### config.mk
export PLATFORM = sky130hd
export DESIGN_NAME = ddr_cmd_arbiter_flat
export DESIGN_NICKNAME = d
export VERILOG_FILES = /design/src/rtl/ddr_cmd_arbiter_if.sv /design/src/rtl/ddr_cmd_arbiter.sv /design/src/flat_wrapper.sv
export SDC_FILE = /design/constraint.sdc
export NUM_CORES = 1
export LEC_CHECK = 0
export CORE_MARGIN = 2
export CORE_UTILIZATION = 40
export DETAILED_ROUTE_END_ITERATION = 6
export PLACE_DENSITY = 0.75
export RECOVER_POWER = 100
export SYNTH_ARGS = -nofsm -noshare
export SYNTH_HDL_FRONTEND = slang
export SYNTH_SLANG_ARGS = --single-unit
### constraint.sdc
create_clock -name clock -period 2.05 [get_ports clock]
set_input_delay 0.615 -clock clock [delete_from_list [all_inputs] [get_ports clock]]
set_output_delay 0.615 -clock clock [all_outputs]
set_load 0.005 [all_outputs]
### src/rtl/ddr_cmd_arbiter_if.sv
// Purpose: bundles the two requester ports and the DdrCtl1 instruction port
//          of ddr_cmd_arbiter into one interface.
// Signals:
//   req0_inst/req0_valid -> arbiter,  req0_ack/req0_done <- arbiter
//   req1_inst/req1_valid -> arbiter,  req1_ack/req1_done <- arbiter
//   ctl_inst/ctl_inst_en <- arbiter (to DdrCtl1), ctl_ready/ctl_page -> arbiter
//   page_o, owner, busy, error <- arbiter status
// Modports: slave = arbiter side, master = requesters/controller side.
interface ddr_cmd_arbiter_if #(
  parameter int unsigned INST_W = 12,
  parameter int unsigned PAGE_W = 32
);
  logic [INST_W-1:0] req0_inst;
  logic              req0_valid;
  logic              req0_ack;
  logic              req0_done;
  logic [INST_W-1:0] req1_inst;
  logic              req1_valid;
  logic              req1_ack;
  logic              req1_done;
  logic [INST_W-1:0] ctl_inst;
  logic              ctl_inst_en;
  logic              ctl_ready;
  logic [PAGE_W-1:0] ctl_page;
  logic [PAGE_W-1:0] page_o;
  logic              owner;
  logic              busy;
  logic              error;

  modport slave (
    input  req0_inst, req0_valid, req1_inst, req1_valid, ctl_ready, ctl_page,
    output req0_ack, req0_done, req1_ack, req1_done, ctl_inst, ctl_inst_en,
           page_o, owner, busy, error
  );

  modport master (
    output req0_inst, req0_valid, req1_inst, req1_valid, ctl_ready, ctl_page,
    input  req0_ack, req0_done, req1_ack, req1_done, ctl_inst, ctl_inst_en,
           page_o, owner, busy, error
  );
endinterface

### src/rtl/ddr_cmd_arbiter.sv
// Purpose: two-requester round-robin arbiter in front of the DdrCtl1
//          instruction port. Issues one instruction at a time, waits for the
//          controller to return to ready (or time out), then hands the page
//          word and a done pulse back to the owning requester.
// Ports:
//   clock  - rising-edge clock shared with DdrCtl1
//   reset  - synchronous, active-high
//   bus    - ddr_cmd_arbiter_if.slave (requester handshakes, controller port,
//            page_o/owner/busy/error status); all outputs registered.
module ddr_cmd_arbiter #(
  parameter int unsigned INST_W  = 12,
  parameter int unsigned PAGE_W  = 32,
  parameter int unsigned SETTLE  = 2,
  parameter int unsigned TIMEOUT = 255
) (
  input  logic               clock,
  input  logic               reset,
  ddr_cmd_arbiter_if.slave   bus
);

  localparam int unsigned CNT_W = 4;
  localparam int unsigned TMR_W = 8;

  typedef enum logic [1:0] {
    S_IDLE   = 2'd0,
    S_ISSUE  = 2'd1,
    S_SETTLE = 2'd2,
    S_WAIT   = 2'd3
  } state_e;

  state_e              state_q, state_d;
  logic                prio_q, prio_d;
  logic                owner_q, owner_d;
  logic                busy_q, busy_d;
  logic                error_q, error_d;
  logic                en_q, en_d;
  logic [1:0]          ack_q, ack_d;
  logic [1:0]          done_q, done_d;
  logic [INST_W-1:0]   inst_q, inst_d;
  logic [PAGE_W-1:0]   page_q, page_d;
  logic [CNT_W-1:0]    cnt_q, cnt_d;
  logic [TMR_W-1:0]    tmr_q, tmr_d;
  logic                grant_c;

  // Next-state and registered-output logic.
  always_comb begin
    state_d = state_q;
    prio_d  = prio_q;
    owner_d = owner_q;
    error_d = error_q;
    inst_d  = inst_q;
    page_d  = page_q;
    cnt_d   = cnt_q;
    tmr_d   = tmr_q;
    en_d    = 1'b0;
    ack_d   = 2'b00;
    done_d  = 2'b00;

    // A lone requester wins outright; a tie goes to the round-robin pointer.
    grant_c = prio_q;
    if (bus.req0_valid && !bus.req1_valid) begin
      grant_c = 1'b0;
    end else if (!bus.req0_valid && bus.req1_valid) begin
      grant_c = 1'b1;
    end

    case (state_q)
      S_IDLE: begin
        // Only arbitrate once the controller is idle, so a command left in
        // flight across a reset can never overlap a new one.
        if (bus.ctl_ready && (bus.req0_valid || bus.req1_valid)) begin
          owner_d = grant_c;
          inst_d  = grant_c ? bus.req1_inst : bus.req0_inst;
          state_d = S_ISSUE;
        end
      end
      S_ISSUE: begin
        en_d    = 1'b1;
        ack_d   = owner_q ? 2'b10 : 2'b01;
        cnt_d   = CNT_W'(SETTLE);
        state_d = S_SETTLE;
      end
      S_SETTLE: begin
        // ctl_ready may still show the pre-issue idle state here; ignore it.
        cnt_d = cnt_q - CNT_W'(1);
        if (cnt_q == CNT_W'(1)) begin
          tmr_d   = '0;
          state_d = S_WAIT;
        end
      end
      S_WAIT: begin
        if (bus.ctl_ready) begin
          page_d  = bus.ctl_page;
          done_d  = owner_q ? 2'b10 : 2'b01;
          prio_d  = ~owner_q;
          state_d = S_IDLE;
        end else if (tmr_q == TMR_W'(TIMEOUT)) begin
          // Abort: release the requester, keep the previous page word.
          error_d = 1'b1;
          done_d  = owner_q ? 2'b10 : 2'b01;
          prio_d  = ~owner_q;
          state_d = S_IDLE;
        end else begin
          tmr_d = tmr_q + TMR_W'(1);
        end
      end
      default: begin
        state_d = S_IDLE;
      end
    endcase

    busy_d = (state_d != S_IDLE);
  end

  // State and output registers.
  always_ff @(posedge clock) begin
    if (reset) begin
      state_q <= S_IDLE;
      prio_q  <= 1'b0;
      owner_q <= 1'b0;
      busy_q  <= 1'b0;
      error_q <= 1'b0;
      en_q    <= 1'b0;
      ack_q   <= 2'b00;
      done_q  <= 2'b00;
      inst_q  <= '0;
      page_q  <= '0;
      cnt_q   <= '0;
      tmr_q   <= '0;
    end else begin
      state_q <= state_d;
      prio_q  <= prio_d;
      owner_q <= owner_d;
      busy_q  <= busy_d;
      error_q <= error_d;
      en_q    <= en_d;
      ack_q   <= ack_d;
      done_q  <= done_d;
      inst_q  <= inst_d;
      page_q  <= page_d;
      cnt_q   <= cnt_d;
      tmr_q   <= tmr_d;
    end
  end

  assign bus.req0_ack    = ack_q[0];
  assign bus.req1_ack    = ack_q[1];
  assign bus.req0_done   = done_q[0];
  assign bus.req1_done   = done_q[1];
  assign bus.ctl_inst    = inst_q;
  assign bus.ctl_inst_en = en_q;
  assign bus.page_o      = page_q;
  assign bus.owner       = owner_q;
  assign bus.busy        = busy_q;
  assign bus.error       = error_q;

endmodule

### src/flat_wrapper.sv
// flat-port wrapper written by rule: the top's interface ports become plain ports
module ddr_cmd_arbiter_flat 
#(
  parameter int unsigned INST_W  = 12,
  parameter int unsigned PAGE_W  = 32,
  parameter int unsigned SETTLE  = 2,
  parameter int unsigned TIMEOUT = 255
)
  (clock, reset, bus_req0_inst, bus_req0_valid, bus_req1_inst, bus_req1_valid, bus_ctl_ready, bus_ctl_page, bus_req0_ack, bus_req0_done, bus_req1_ack, bus_req1_done, bus_ctl_inst, bus_ctl_inst_en, bus_page_o, bus_owner, bus_busy, bus_error);
  ddr_cmd_arbiter_if #(.INST_W(INST_W), .PAGE_W(PAGE_W)) bus_i ();
  input  logic clock;
  input  logic reset;
  input wire logic [$bits(bus_i.req0_inst)-1:0] bus_req0_inst;
  input wire logic [$bits(bus_i.req0_valid)-1:0] bus_req0_valid;
  input wire logic [$bits(bus_i.req1_inst)-1:0] bus_req1_inst;
  input wire logic [$bits(bus_i.req1_valid)-1:0] bus_req1_valid;
  input wire logic [$bits(bus_i.ctl_ready)-1:0] bus_ctl_ready;
  input wire logic [$bits(bus_i.ctl_page)-1:0] bus_ctl_page;
  output wire logic [$bits(bus_i.req0_ack)-1:0] bus_req0_ack;
  output wire logic [$bits(bus_i.req0_done)-1:0] bus_req0_done;
  output wire logic [$bits(bus_i.req1_ack)-1:0] bus_req1_ack;
  output wire logic [$bits(bus_i.req1_done)-1:0] bus_req1_done;
  output wire logic [$bits(bus_i.ctl_inst)-1:0] bus_ctl_inst;
  output wire logic [$bits(bus_i.ctl_inst_en)-1:0] bus_ctl_inst_en;
  output wire logic [$bits(bus_i.page_o)-1:0] bus_page_o;
  output wire logic [$bits(bus_i.owner)-1:0] bus_owner;
  output wire logic [$bits(bus_i.busy)-1:0] bus_busy;
  output wire logic [$bits(bus_i.error)-1:0] bus_error;
  assign bus_i.req0_inst = bus_req0_inst;
  assign bus_i.req0_valid = bus_req0_valid;
  assign bus_i.req1_inst = bus_req1_inst;
  assign bus_i.req1_valid = bus_req1_valid;
  assign bus_i.ctl_ready = bus_ctl_ready;
  assign bus_i.ctl_page = bus_ctl_page;
  assign bus_req0_ack = bus_i.req0_ack;
  assign bus_req0_done = bus_i.req0_done;
  assign bus_req1_ack = bus_i.req1_ack;
  assign bus_req1_done = bus_i.req1_done;
  assign bus_ctl_inst = bus_i.ctl_inst;
  assign bus_ctl_inst_en = bus_i.ctl_inst_en;
  assign bus_page_o = bus_i.page_o;
  assign bus_owner = bus_i.owner;
  assign bus_busy = bus_i.busy;
  assign bus_error = bus_i.error;
  ddr_cmd_arbiter #(.INST_W(INST_W), .PAGE_W(PAGE_W), .SETTLE(SETTLE), .TIMEOUT(TIMEOUT)) u_core (.clock(clock), .reset(reset), .bus(bus_i));
endmodule
* After elaboration in Yosys (flattened, before gate mapping)
Cells that the tools add are included.
Word-level totals: flip-flop bits (word level) 67, input port bits 61, output and inout port bits 52, word-level logic and storage cells 63
Operators by class: add/subtract/negate cells 2, equality and inequality tests 8, muxes and demuxes 19, bitwise gates (word level) 4, reduce and logical (&&, ||, !) cells 18
Operator list (number):
- $mux W8 | 3
- $pmux W8 S2 | 1
- $mux W2 | 7
- $mux W12 | 1
- $add A8 B1 Y8 const B | 1
- $eq A8 B8 Y1 const B | 1
- $pmux W2 S4 | 1
- $pmux W4 S2 | 1
- $reduce_bool A2 Y1 | 4
- $reduce_and A2 Y1 | 3
- $mux W1 | 5
- $eq A2 B2 Y1 const B | 2
- $eq A4 B1 Y1 const B | 1
- $ne A2 B2 Y1 const B | 2
- $not A1 Y1 | 4
- $reduce_and A4 Y1 | 1
- $reduce_or A2 Y1 | 2
- $sub A4 B1 Y4 const B | 1
- $logic_and A1 B1 Y1 | 3
- $reduce_and A3 Y1 | 1
- $eq A2 B1 Y1 const B | 1
- $logic_not A1 Y1 | 2
- $logic_not A2 Y1 | 1
- $ne A2 B1 Y1 const B | 1
- $logic_or A1 B1 Y1 | 1

* Longest topological paths before layout
depth in word-level cells 5, gate-level depth with buffers 8, gate-level depth less buffers 6

* Worst setup path before layout
OpenSTA, ideal clock, no wires.
kind flip-flop to flip-flop, from register u_core.state_q[0], to register u_core.tmr_q[7], data arrival time 1.733 ns, slack 0.246 ns, cell stages (with the launch flop) 8, buffers on the path 1, period minus slack after synthesis 1.804 ns, cell sequence dfxtp_1 > inv_1 > ha_1 > buf_4 > and2b_1 > o221ai_2 > or4_1 > a21oi_1
Between the ends: longest elaborated chain between the ends 3
RTL lines:
- start, declared | RTL line ddr_cmd_arbiter.sv:31 | state_e state_q, state_d;
- start signal, assigned | RTL line ddr_cmd_arbiter.sv:131 | state_q <= state_d;
- $eq A2 B2 Y1 | RTL line ddr_cmd_arbiter.sv:67 | case (state_q)
- $ne A2 B2 Y1 (no source line), or another cell as far along
- $reduce_and A4 Y1 (no source line)
- end signal, assigned | RTL line ddr_cmd_arbiter.sv:142 | tmr_q <= tmr_d;
- end, declared | RTL line ddr_cmd_arbiter.sv:42 | logic [TMR_W-1:0] tmr_q, tmr_d;
Several ways; a longest one is shown, not always the timed one. A chain may end at the register's enable or synchronous reset.

* Final worst setup path
from register u_core.owner_q (netlist: u_core.bus.owner), to output bus_owner
RTL lines:
- start, declared | RTL line ddr_cmd_arbiter.sv:33 | logic owner_q, owner_d;
- start signal, assigned | RTL line ddr_cmd_arbiter.sv:133 | owner_q <= owner_d;
- end, declared | RTL line flat_wrapper.sv:26 | output wire logic [$bits(bus_i.owner)-1:0] bus_owner;
No word-level cell between the ends.

==> results.md <==
Synth:
- The xor and xnor area share after synthesis is 0%.
- The Yosys step of the flow raised 0 warnings.
- After synthesis, the largest family of logic cells by area is simple AND/OR/NAND/NOR gates.
- In the post-synthesis netlist, the cell with the most instances is sky130_fd_sc_hd__nand2_1.
- Of all flip-flops after synthesis, the portion carrying an async set or reset was 0%.
- The gate count after technology mapping is 315.
- Each instance of the synthesized netlist takes up on average between 8 and 9 µm².
- The synthesized netlist occupies a cell area of ~2700 µm².
- The number of flip-flops and latches in the synthesized netlist is between 60 and 70.
- The share of the synthesized area in the top cell type is 49.6%.
- Among all flip-flop cells after synthesis, the most frequent one is sky130_fd_sc_hd__dfxtp_1.
- Yosys mapped the design onto 37 distinct sky130hd cell types.
- The number of nets produced by synthesis is 384.
- By area the synthesized netlist is led by sky130_fd_sc_hd__dfxtp_1 (50%), sky130_fd_sc_hd__nand2_1 (10%), sky130_fd_sc_hd__a21oi_1 (8.5%).
- After synthesis, the share of cell area in mux cells is 4.81%.
- The complex-gate fraction of the synthesized area is 17.7%.
- The sequential fraction of the synthesis area is 49.6%.
- The area share of fa/ha/maj cells after synthesis is 4.07%.
- After synthesis, the most frequently instantiated cells are sky130_fd_sc_hd__nand2_1 (72), sky130_fd_sc_hd__dfxtp_1 (67), sky130_fd_sc_hd__a21oi_1 (46).
- sky130_fd_sc_hd__dfxtp_1 takes more of the synthesized area than any other cell.
- The synthesized netlist devotes ~20% of its cell area to simple gates.
- The number of flops mapped to enable cells by yosys is 0.

Clock network:
- The number of clock buffers added by TritonCTS is 9.
- The clock tree synthesis step divided the H-tree into 3 levels.
- The buffers inserted during post-CTS setup optimization is 0.
- In this run, post-CTS hold repair placed 0 buffers.
- In this run the deepest clock path goes through 2 buffers.
- The source-to-sink clock delay at the later pin of the worst-skew pair is 0.34 ns.
- TritonCTS built the clock tree.
- The library cell used as clock root buffer is sky130_fd_sc_hd__clkbuf_8.
- The post-CTS clock slew at the launch and capture registers of the worst setup and hold paths is approximately 0.070 ns.
- Once the clock tree was built, the resizer swapped 0 gates to a different size.
- The TritonCTS sink count is 67.

Route:
- The routed design has 6700 µm of wire.
- The number of vias per cell after detailed routing is 4.98.
- The number of nets still failing antenna checks after routing is 0.
- In the routed design, unresolved DRC markers number 1.
- In this run, the number of DRC markers left after iteration 0 of detailed routing was 88.
- After detailed routing, the average wire length per cell comes to 13.0 µm.
- The number of detailed-route iterations in the first pass is 7.
- Detailed routing inserted a total of 2564 vias.

Placement:
- Including well taps, the total number of placed cells is 499.
- The final weighted congestion in routability-driven placement is 0.831.
- Once placement finished, the instance area stood at 3970 µm².
- Once detailed placement completed, the half-perimeter wirelength came to 4810 µm.
- During placement, the flow inserted port buffers numbering 112.

Power:
- The maximum VDD drop is 0.000577 V.
- Summed over all cells, the static leakage comes to approximately 0.0016 µW.
- For this design the ratio of total power to cell area is 811 nW/µm².

Worst setup path:
- In this run the critical register-to-register path is launched from u_core.state_q[0]$_SDFF_PP0_.
- Traced cell by cell, the critical path runs through clkdlybuf4s50_1.
- Together, buffers and inverters on the worst path number 1.
- On the worst path, the slowest cell contributes a delay of 0.55 ns.
- The worst setup path is captured at a primary output.
- In this run the worst path has a maximum fanout of 7.
- Broken down by cell family, the worst path's largest delay share belongs to buffers and inverters.
- For the worst setup path, the data required time is 1.43 ns.
- The worst setup path is launched from a flop.
- The arrival time of data at the critical path endpoint is 1.33 ns.
- The setup path with the least slack is of type reg -> out.
- The critical path starts at u_core.bus.owner$_SDFFE_PP0P_.
- The worst-path cell with the longest stage delay is sky130_fd_sc_hd__clkdlybuf4s50_1.

Final layout:
- The final-layout fill cell count is 581.
- At the end of the flow, the number of nets in the layout was 502.
- The area of all placed cells without fillers is approximately 4100 µm².
- In the final layout, flip-flops and latches occupy 1340 µm².
- The non-filler instance count after layout is 515.
- The multi-input combinational cells in the finished layout cover a total of around 1300 µm².
- The final core utilization is about 64%.
- The number of diodes is 0.
- Compared with the post-synthesis result, the final layout area differs by 53.4%.
- Of the cells placed in the final design, the portion with a size suffix greater than 1 is 7.08%.

Floorplan:
- From bottom edge to top edge, the die measures 86.2 µm.
- The core region is 6460 µm².
- The die covers 7430 µm².
- The floorplan has 29 rows.
- The die width is 86.2 µm.
- The initial utilization of the core area, before any placement, comes to 41.8%.
- The count of boundary I/O pins is 113.

Job:
- The number of maximum-capacitance constraint violations is 0.

Timing:
- Headroom to the max-slew limit came out at approximately 66%.
- In the finished design, the share of the clock period the worst path needs comes to 94.8%.
- For this run, the top clock speed supported by timing is 0.515 GHz.
- The clock period minus worst slack is roughly 2 ns.
- Setup repair after global routing left no endpoint under its margin.
- At the pin with the least slew margin, the transition time is 0.509 ns.
- The number of hold-slack violations in the final timing report is 0.
- The setup-violating endpoint count in the final report is 0.
- The final max-slew violation count was 0.
- The clock arrives with 0.0115 ns of skew.

GRT:
- The initial antenna violation count came to 0.
- The pin count of the biggest net entering global routing is 33.
- Global routing used 18.7% of the available tracks.
- The global-route wire length before repair is 11000 µm.
- The via count of the first global-routing pass was 2494.
- The aggregate global routing overflow is 0.

Outcome:
- The checks that failed: DRC.
- The flow ran to the end, but the final reports show violations.

Hold path:
- The startpoint identified for the worst hold timing path is u_core.bus.page_o[11]$_SDFFE_PP0P_.
- The worst min-delay path class is reg -> reg.
worst reg2reg max path, stage by stage (launching register included):
cell                       delay [ns]
sky130_fd_sc_hd__dfxtp_2         0.34
sky130_fd_sc_hd__inv_1           0.12
sky130_fd_sc_hd__ha_2            0.24
sky130_fd_sc_hd__and4bb_1        0.29
sky130_fd_sc_hd__o221ai_4        0.18
sky130_fd_sc_hd__or4_1           0.49
sky130_fd_sc_hd__a21oi_1         0.15
layout by cell type, fill, tap and decap left out, types with 5 or more instances in the layout:
master	synthesis	final
sky130_fd_sc_hd__ha_1	8	7
sky130_fd_sc_hd__clkbuf_8	0	9
sky130_fd_sc_hd__dfxtp_1	67	66
sky130_fd_sc_hd__clkdlybuf4s50_1	0	59
sky130_fd_sc_hd__inv_1	9	9
sky130_fd_sc_hd__nand2_1	72	72
sky130_fd_sc_hd__nor2_1	19	19
sky130_fd_sc_hd__dlygate4sd3_1	0	52
sky130_fd_sc_hd__a21oi_1	46	46
sky130_fd_sc_hd__buf_4	2	5
sky130_fd_sc_hd__mux2i_1	13	13
sky130_fd_sc_hd__o21ai_0	5	6
sky130_fd_sc_hd__a211oi_1	14	14
power breakdown:
| group | internal, µW | leakage (µW) | total (µW) | switching [µW] |
|---|---|---|---|---|
| combinational | 486 | 0.000974 | 882 | 396 |
| clock | 433 | 0.0000887 | 937 | 504 |
| sequential | 1460 | 0.000544 | 1540 | 86.1 |
| total | 2380 | 0.00161 | 3360 | 987 |
through the flow:
stage,setup TNS (ns),setup slack (ns),total power (µW),hold slack [ns]
2_1_floorplan,0,0.246,2020,0.444
3_3_place_gp,-0.869,-0.0720,2480,0.441
3_5_place_dp,-1.28,-0.170,2510,0.446
4_1_cts,0,0.0593,3470,0.457
5_1_grt,0,0.0179,3600,0.471
6_report,0,0.106,3360,0.451
sequential cells by signal (all words and copies together), names as in the netlist, 2 cells and up:
name	flops
u_core.state_q	2
u_core.ack_q	2
u_core.tmr_q	8
u_core.cnt_q	4
u_core.bus.page_o	32
u_core.bus.ctl_inst	12
u_core.done_q	2
final cells by class:
type | instances | share of cell area (%)
Clock buffer | 9 | 2.99
Sequential cell | 67 | 32.4
Clock inverter | 7 | 1.09
Timing Repair Buffer | 125 | 29.9
Multi-Input combinational cell | 221 | 30.5
Tap cell | 77 | 2.32
Inverter | 9 | 0.815
per-layer routing:
layer | share of wire [%] | wire length (µm) | track usage [%]
met5 | 0 | 0 | 0
met3 | 5.6 | 373 | 7.81
met2 | 51 | 3400 | 33.2
met4 | 0.91 | 61 | 4.69
met1 | 43 | 2870 | 20.6
path summary, 6_finish.rpt:
check / end / slack [ns] / cells after the start
worst max-delay path: bus_owner / 0.11 / 1
worst min-delay path: u_core.bus.page_o[11]$_SDFFE_PP0P_ / 0.45 / 2
worst max register to register: u_core.tmr_q[7]$_SDFFE_PP0P_ / 0.16 / 6
worst min register to register: u_core.bus.page_o[11]$_SDFFE_PP0P_ / 0.45 / 2
cell families after synthesis:
| logic type | count (synthesis) |
|---|---|
| AND/OR/NAND/NOR | 119 |
| multiplexers | 13 |
| adder cells (fa/ha/maj) | 9 |
| flip-flops | 67 |
| AO/OA/AOI/OAI | 80 |
| buffers and inverters | 27 |
Power figures use the tool's default switching activity.
